`config.mk`:
```
export PLATFORM = sky130hd
export DESIGN_NAME = fdiv
export DESIGN_NICKNAME = d
export VERILOG_FILES = /design/src/rtl/fdiv.sv
export SDC_FILE = /design/constraint.sdc
export NUM_CORES = 1
export LEC_CHECK = 0
export ABC_AREA = 1
export CAP_MARGIN = 5
export CORE_MARGIN = 3
export CORE_UTILIZATION = 52
export CTS_CLUSTER_SIZE = 16
export DETAILED_ROUTE_END_ITERATION = 8
export GPL_ROUTABILITY_DRIVEN = 0
export PLACE_DENSITY_LB_ADDON = 0.08
export SLEW_MARGIN = 20
export SYNTH_ARGS = -nofsm -noshare
export SYNTH_HDL_FRONTEND = slang
export SYNTH_SLANG_ARGS = --single-unit
```
`constraint.sdc`:
```
create_clock -name clk -period 3.3 [get_ports clk]
set_input_delay 0.99 -clock clk [delete_from_list [all_inputs] [get_ports clk]]
set_output_delay 0.99 -clock clk [all_outputs]
set_load 0.01 [all_outputs]
```
`src/rtl/fdiv.sv`:
```
// rtl/fdiv.sv - multi-cycle binary32 divider, radix-2 restoring mantissa datapath
// Optional FDIV_EARLY_OUT_EN: zero/denormal operands bypass DIV and finish after one edge.
module fdiv (
    input  logic        clk,
    input  logic        rst,
    input  logic        in_valid,
    output logic        in_ready,
    input  logic [31:0] x1,
    input  logic [31:0] x2,
    output logic [31:0] y,
    output logic        ovf,
    output logic        unf,
    output logic        dz,
    output logic        done
);

    typedef enum logic [1:0] {
        S_IDLE  = 2'd0,
        S_DIV   = 2'd1,
        S_ROUND = 2'd2
    } state_t;

    state_t      state;
    logic [4:0]  cnt;
    logic        s_r;
    logic [7:0]  e1_r;
    logic [7:0]  e2_r;
    logic [23:0] m2_r;
    logic [25:0] q;
    logic [25:0] rem;

    logic [23:0] m1_in;
    logic [23:0] m2_in;
    logic        early;

    assign m1_in = {x1[30:23] != 8'd0, x1[22:0]};
    assign m2_in = {x2[30:23] != 8'd0, x2[22:0]};

`ifdef FDIV_EARLY_OUT_EN
    assign early = (x1[30:23] == 8'd0) || (x2[30:23] == 8'd0);
`else
    assign early = 1'b0;
`endif

    // Restoring step: the partial remainder stays below 2*m2, so 26 bits never overflow.
    logic        q_bit;
    logic [25:0] rem_diff;
    logic [25:0] rem_next;

    always_comb begin
        q_bit    = (rem >= {2'b00, m2_r});
        rem_diff = rem - {2'b00, m2_r};
        rem_next = q_bit ? {rem_diff[24:0], 1'b0} : {rem[24:0], 1'b0};
    end

    logic [23:0]       mant;
    logic              guard;
    logic              sticky;
    logic              adj;
    logic              inc;
    logic [23:0]       mant_rnd;
    logic              carry;
    logic signed [9:0] e_calc;
    logic [31:0]       y_n;
    logic              ovf_n;
    logic              unf_n;
    logic              dz_n;

    always_comb begin
        mant   = 24'd0;
        guard  = 1'b0;
        sticky = 1'b0;
        adj    = 1'b0;
        if (q[25]) begin
            mant   = q[25:2];
            guard  = q[1];
            sticky = q[0] | (rem != 26'd0);
        end else begin
            mant   = q[24:1];
            guard  = q[0];
            sticky = (rem != 26'd0);
            adj    = 1'b1;
        end
        inc      = guard & (sticky | mant[0]);
        mant_rnd = mant + {23'd0, inc};
        // A normalized mantissa has bit 23 set, so it only clears on wrap-around to 1.0.
        carry    = ~mant_rnd[23];
        e_calc   = $signed({2'b00, e1_r}) - $signed({2'b00, e2_r}) + 10'sd127
                 - $signed({9'd0, adj}) + $signed({9'd0, carry});

        y_n   = {s_r, e_calc[7:0], mant_rnd[22:0]};
        ovf_n = 1'b0;
        unf_n = 1'b0;
        dz_n  = 1'b0;
        if (e2_r == 8'd0) begin
            y_n  = {s_r, 8'hFF, 23'd0};
            dz_n = 1'b1;
        end else if (e1_r == 8'd0) begin
            y_n = 32'd0;
        end else if (e_calc >= 10'sd255) begin
            y_n   = {s_r, 8'hFF, 23'd0};
            ovf_n = 1'b1;
        end else if (e_calc <= 10'sd0) begin
            y_n   = {s_r, 31'd0};
            unf_n = 1'b1;
        end
    end

    always_ff @(posedge clk) begin
        if (rst) begin
            state    <= S_IDLE;
            in_ready <= 1'b1;
            cnt      <= 5'd0;
            s_r      <= 1'b0;
            e1_r     <= 8'd0;
            e2_r     <= 8'd0;
            m2_r     <= 24'd0;
            q        <= 26'd0;
            rem      <= 26'd0;
            y        <= 32'd0;
            ovf      <= 1'b0;
            unf      <= 1'b0;
            dz       <= 1'b0;
            done     <= 1'b0;
        end else begin
            done <= 1'b0;
            case (state)
                S_IDLE: begin
                    if (in_valid) begin
                        s_r      <= x1[31] ^ x2[31];
                        e1_r     <= x1[30:23];
                        e2_r     <= x2[30:23];
                        m2_r     <= m2_in;
                        rem      <= {2'b00, m1_in};
                        q        <= 26'd0;
                        cnt      <= 5'd0;
                        in_ready <= 1'b0;
                        state    <= early ? S_ROUND : S_DIV;
                    end
                end
                S_DIV: begin
                    q   <= {q[24:0], q_bit};
                    rem <= rem_next;
                    cnt <= cnt + 5'd1;
                    if (cnt == 5'd25) begin
                        state <= S_ROUND;
                    end
                end
                S_ROUND: begin
                    y        <= y_n;
                    ovf      <= ovf_n;
                    unf      <= unf_n;
                    dz       <= dz_n;
                    done     <= 1'b1;
                    in_ready <= 1'b1;
                    state    <= S_IDLE;
                end
                default: begin
                    state    <= S_IDLE;
                    in_ready <= 1'b1;
                end
            endcase
        end
    end

endmodule

```
==> results by group <==
Routing
  • Via count: 9727
  • Drt pass-1 iters: 6
  • Detailed Route WL: 27.39 mm
  • Drt wl/cell: 15.61 um
  • Via/cell ratio: 5.542
  • Initial DRC Count: 840
  • Drc violations: 0
  • Post-route ant nets: 0

Worst setup path
  • Worst R2R Setup Slack: -0.62 ns
  • Crit path launch type: flip-flop
  • CP max stage delay: 0.41 ns
  • R2r startpoint: q[25]
  • Crit-path leading delay family: simple AND/OR/NAND/NOR gates
  • CP required: 3.66 ns
  • Most common cell on crit path: nand2_2
  • CP bufs+invs: 5
  • Critical-path top delay cell: dfxtp_4
  • Critical Path Fanout Max: 11
  • Crit path depth: 26
  • Endpoint class of the critical path: flip-flop
  • Arrival time worst endpoint: 4.28 ns
  • R2R cell count: 26
  • Reg2reg end: y[16]
  • Critical path class: flip-flop to flip-flop

Yosys
  • Adder-Cell Fraction of Synth Area: 6.890%
  • Largest family of logic cells by synthesized area: simple AND/OR/NAND/NOR gates
  • Synth area leader: dfxtp_1
  • XOR/XNOR Fraction of Synth Area: 2.591%
  • Syn Area/Cell: 6.679 sq um
  • Seq/Total Area, Yosys: 31.20%
  • Synth cell types: 49
  • Mapped Area: 0.008790 sq mm
  • Area share of the largest cell type after synthesis: 31.20%
  • Complex-gate fraction of the synthesized area: 18.46%
  • Syn nets: 1429
  • Mapped Cells: 1316
  • Area contributors post-synth: dfxtp_1 31%, nand2_1 12%, inv_1 7.7%
  • Post-synthesis simple-gate area fraction: 29.95%
  • Mux contribution to synthesized area: 0%
  • Ys Warns: 0
  • Register bit total from synthesis: 137

Clocking
  • CTS tree: built
  • Skew-Pair Late Insertion Delay: 0.43 ns
  • Register clock-pin slew on the reported worst setup and hold paths: 0.06 ns
  • CTS Buf Count: 17
  • Clk buf depth: 2
  • # H-tree levels: 4
  • Root Buffer: clkbuf_16
  • CTS Hold Buffers Added: 0
  • CTS sink cnt: 137

Timing
  • Slew Viols, Final: 0
  • Final setup margin: -0.6217 ns
  • Worst-Margin Slew: 1.014 ns
  • RSZ-0062 raised after global routing: yes
  • F_max: 255.0 MHz
  • Final setup vio count: 33
  • Max_slew headroom: 32.00%
  • Clk_skew: 0.01029 ns
  • Post-layout min period: 3.922 ns
  • Final hold vios: 0
  • Final period utilization: 118.8%

Finish
  • Final-stage net count: 1641
  • Core Util, Final: 72.52%
  • Antenna Cells: 0
  • Layout Cells excl Fill: 1755
  • Area grow syn2layout: 33.91%
  • Share of layout cells above drive strength 1: 17.48%
  • Fillers: 1334

Min path
  • Hold Path Origin: y[27]
  • Hold Path Sink: y[27]
  • Hold Crit Depth: 2
  • Hold Crit Class: flip-flop to flip-flop

Floorplanning
  • Initial Util: 54.16%
  • Die X: 136.0 um
  • Num ports: 104
  • Die area: 0.01850 sq mm
  • # rows: 46
  • DIE HEIGHT: 136.0 um
  • Core Area: 0.01623 sq mm

Power and ir drop
  • Power per Cell Area: 598.2 mW/mm^2
  • LEAKAGE: 5.244 nW
  • VDD IR max: 0.0004513 V

GRT
  • Global-route wire length before repair: 44.06 mm
  • Total track usage: 29.37%
  • Initial antenna violation count: 0
  • Vias in the first global route: 9223
  • Largest net degree at the start of global routing: 64
  • GRT overflow: 0

Flow run
  • Max-cap violations: 0

Place
  • Post-DP HPWL: 19.23 mm
  • IO buf count: 103
  • Post-Place Cells: 1676

Run status
  • Status: finished, violations left
  • Failing checks: setup timing
-- Yosys cell counts (all sizes together) --
library cell	n
clkbuf	39
fa	4
dfxtp	137
nand4	30
o22ai	16
or2	10
ha	42
o31ai	1
a31oi	2
o21a	2
inv	186
a21boi	1
clkinv	1
a211oi	5
and3	1
o32ai	11
nor3	26
o21ai	120
nor4	11
a31o	2
nand3b	6
a21o	3
xor2	15
a22oi	1
nand3	101
nor2	97
buf	12
o211ai	1
xnor2	11
a21oi	126
o21bai	2
nand2	294
-- layout by cell type, fill, tap and decap left out, types with 9 or more instances in the layout --
cell / instances
nand2_1: 269
inv_1: 178
dfxtp_1: 136
buf_4: 132
a21oi_1: 116
o21ai_0: 103
clkdlybuf4s50_1: 102
nand3_1: 86
nor2_1: 82
ha_1: 41
nand4_1: 30
nor3_1: 22
nand2_2: 21
clkbuf_16: 18
o22ai_1: 16
xor2_1: 15
nand3_2: 14
xnor2_1: 11
nor4_1: 11
o32ai_1: 11
a21oi_2: 10
o21ai_1: 9
-- worst register-to-register path, cell delays in order (launching register included) --
cell and delay [ns]:
dfxtp_4 0.41, buf_8 0.15, buf_6 0.11, o21ai_2 0.09, nor2_4 0.15, nand3_4 0.11
nor2_8 0.10, nand4_1 0.16, nor3_2 0.23, xor2_1 0.25, fa_2 0.26, ha_4 0.13
inv_2 0.03, fa_2 0.33, nand3b_1 0.20, nand2_2 0.11, nand2_2 0.06, nand2_2 0.08
nand2_4 0.07, nand2_2 0.09, inv_2 0.04, nand3_2 0.07, nand3_2 0.08, nor2_4 0.17
clkbuf_16 0.19, nand3_1 0.09, a21oi_2 0.11
-- per-layer routing --
layer	up-vias	global-route usage [%]	part of all wire (%)	routed length, um
li1	4786	-	-	-
met1	4473	38.69	44	12050
met2	399	48.40	47	12810
met3	69	5.144	6.7	1842
met4	0	10.47	2.5	697
met5	-	0	0	0
-- cell type report --
| type | instances | area (sq um) | share of cell area (%) |
|---|---|---|---|
| Multi-Input combinational cell | 941 | 5241 | 44.53 |
| Clock buffer | 20 | 466.7 | 3.965 |
| Sequential cell | 137 | 2746 | 23.33 |
| Tap cell | 216 | 270.3 | 2.296 |
| Clock inverter | 10 | 166.4 | 1.414 |
| Inverter | 187 | 704.4 | 5.985 |
| Timing Repair Buffer | 244 | 2175 | 18.48 |
-- power by group --
group          internal, mW  total [mW]  leakage (nW)  switching, mW
clock                  1.32        2.08         0.305          0.758
combinational          1.24        3.12          3.82           1.87
sequential             1.76        1.85          1.12         0.0878
-- cells by family after synthesis --
group,after synthesis
buffers and inverters,238
AOI/OAI and AO/OA,293
xor gates and xnor gates,26
and+or+nand+nor,576
DFF,137
adders and majority gates,46
-- repair_timing --
item | in CTS | in global routing
gates cloned | 0 | 1
hold endpoints to repair | 0 | 0
pin swaps | 1 | 13
setup buffers | 42 | 6
setup endpoints to repair | 33 | 33
gates resized for setup | 10 | 26
-- worst max path at each step --
stage / to / startpoint / slack [ns]
after floorplan: y[2] / q[25] / -0.22
after global placement: y[25] / q[25] / -0.42
after detailed placement: y[13] / q[25] / -0.54
after CTS: y[13] / q[25] / -0.46
after global routing: y[2] / q[25] / -0.84
final: y[16] / q[25] / -0.62
-- state kept, by name (all words and copies together), names as in the netlist, 2 cells and up --
name,cells
cnt,5
m2_r,24
rem,26
e1_r,8
e2_r,8
q,26
y,32
state,2
-- through the flow --
| stage | cell area, sq um | hold slack [ns] | power [mW] | TNS (ns) | setup slack (ns) |
|---|---|---|---|---|---|
| finish | 11770 | 0.4603 | 7.041 | -18.63 | -0.6217 |
| global route | 11770 | 0.4794 | 7.514 | -26.56 | -0.8450 |
| CTS | 11600 | 0.4594 | 6.854 | -13.27 | -0.4645 |
| detailed placement | 10630 | 0.4340 | 4.749 | -15.92 | -0.5357 |
| global placement | 10630 | 0.4320 | 4.709 | -12.32 | -0.4224 |
| floorplan | 8846 | 0.4186 | 3.875 | -4.324 | -0.2163 |
No activity file was read; power rests on OpenSTA's default activity.
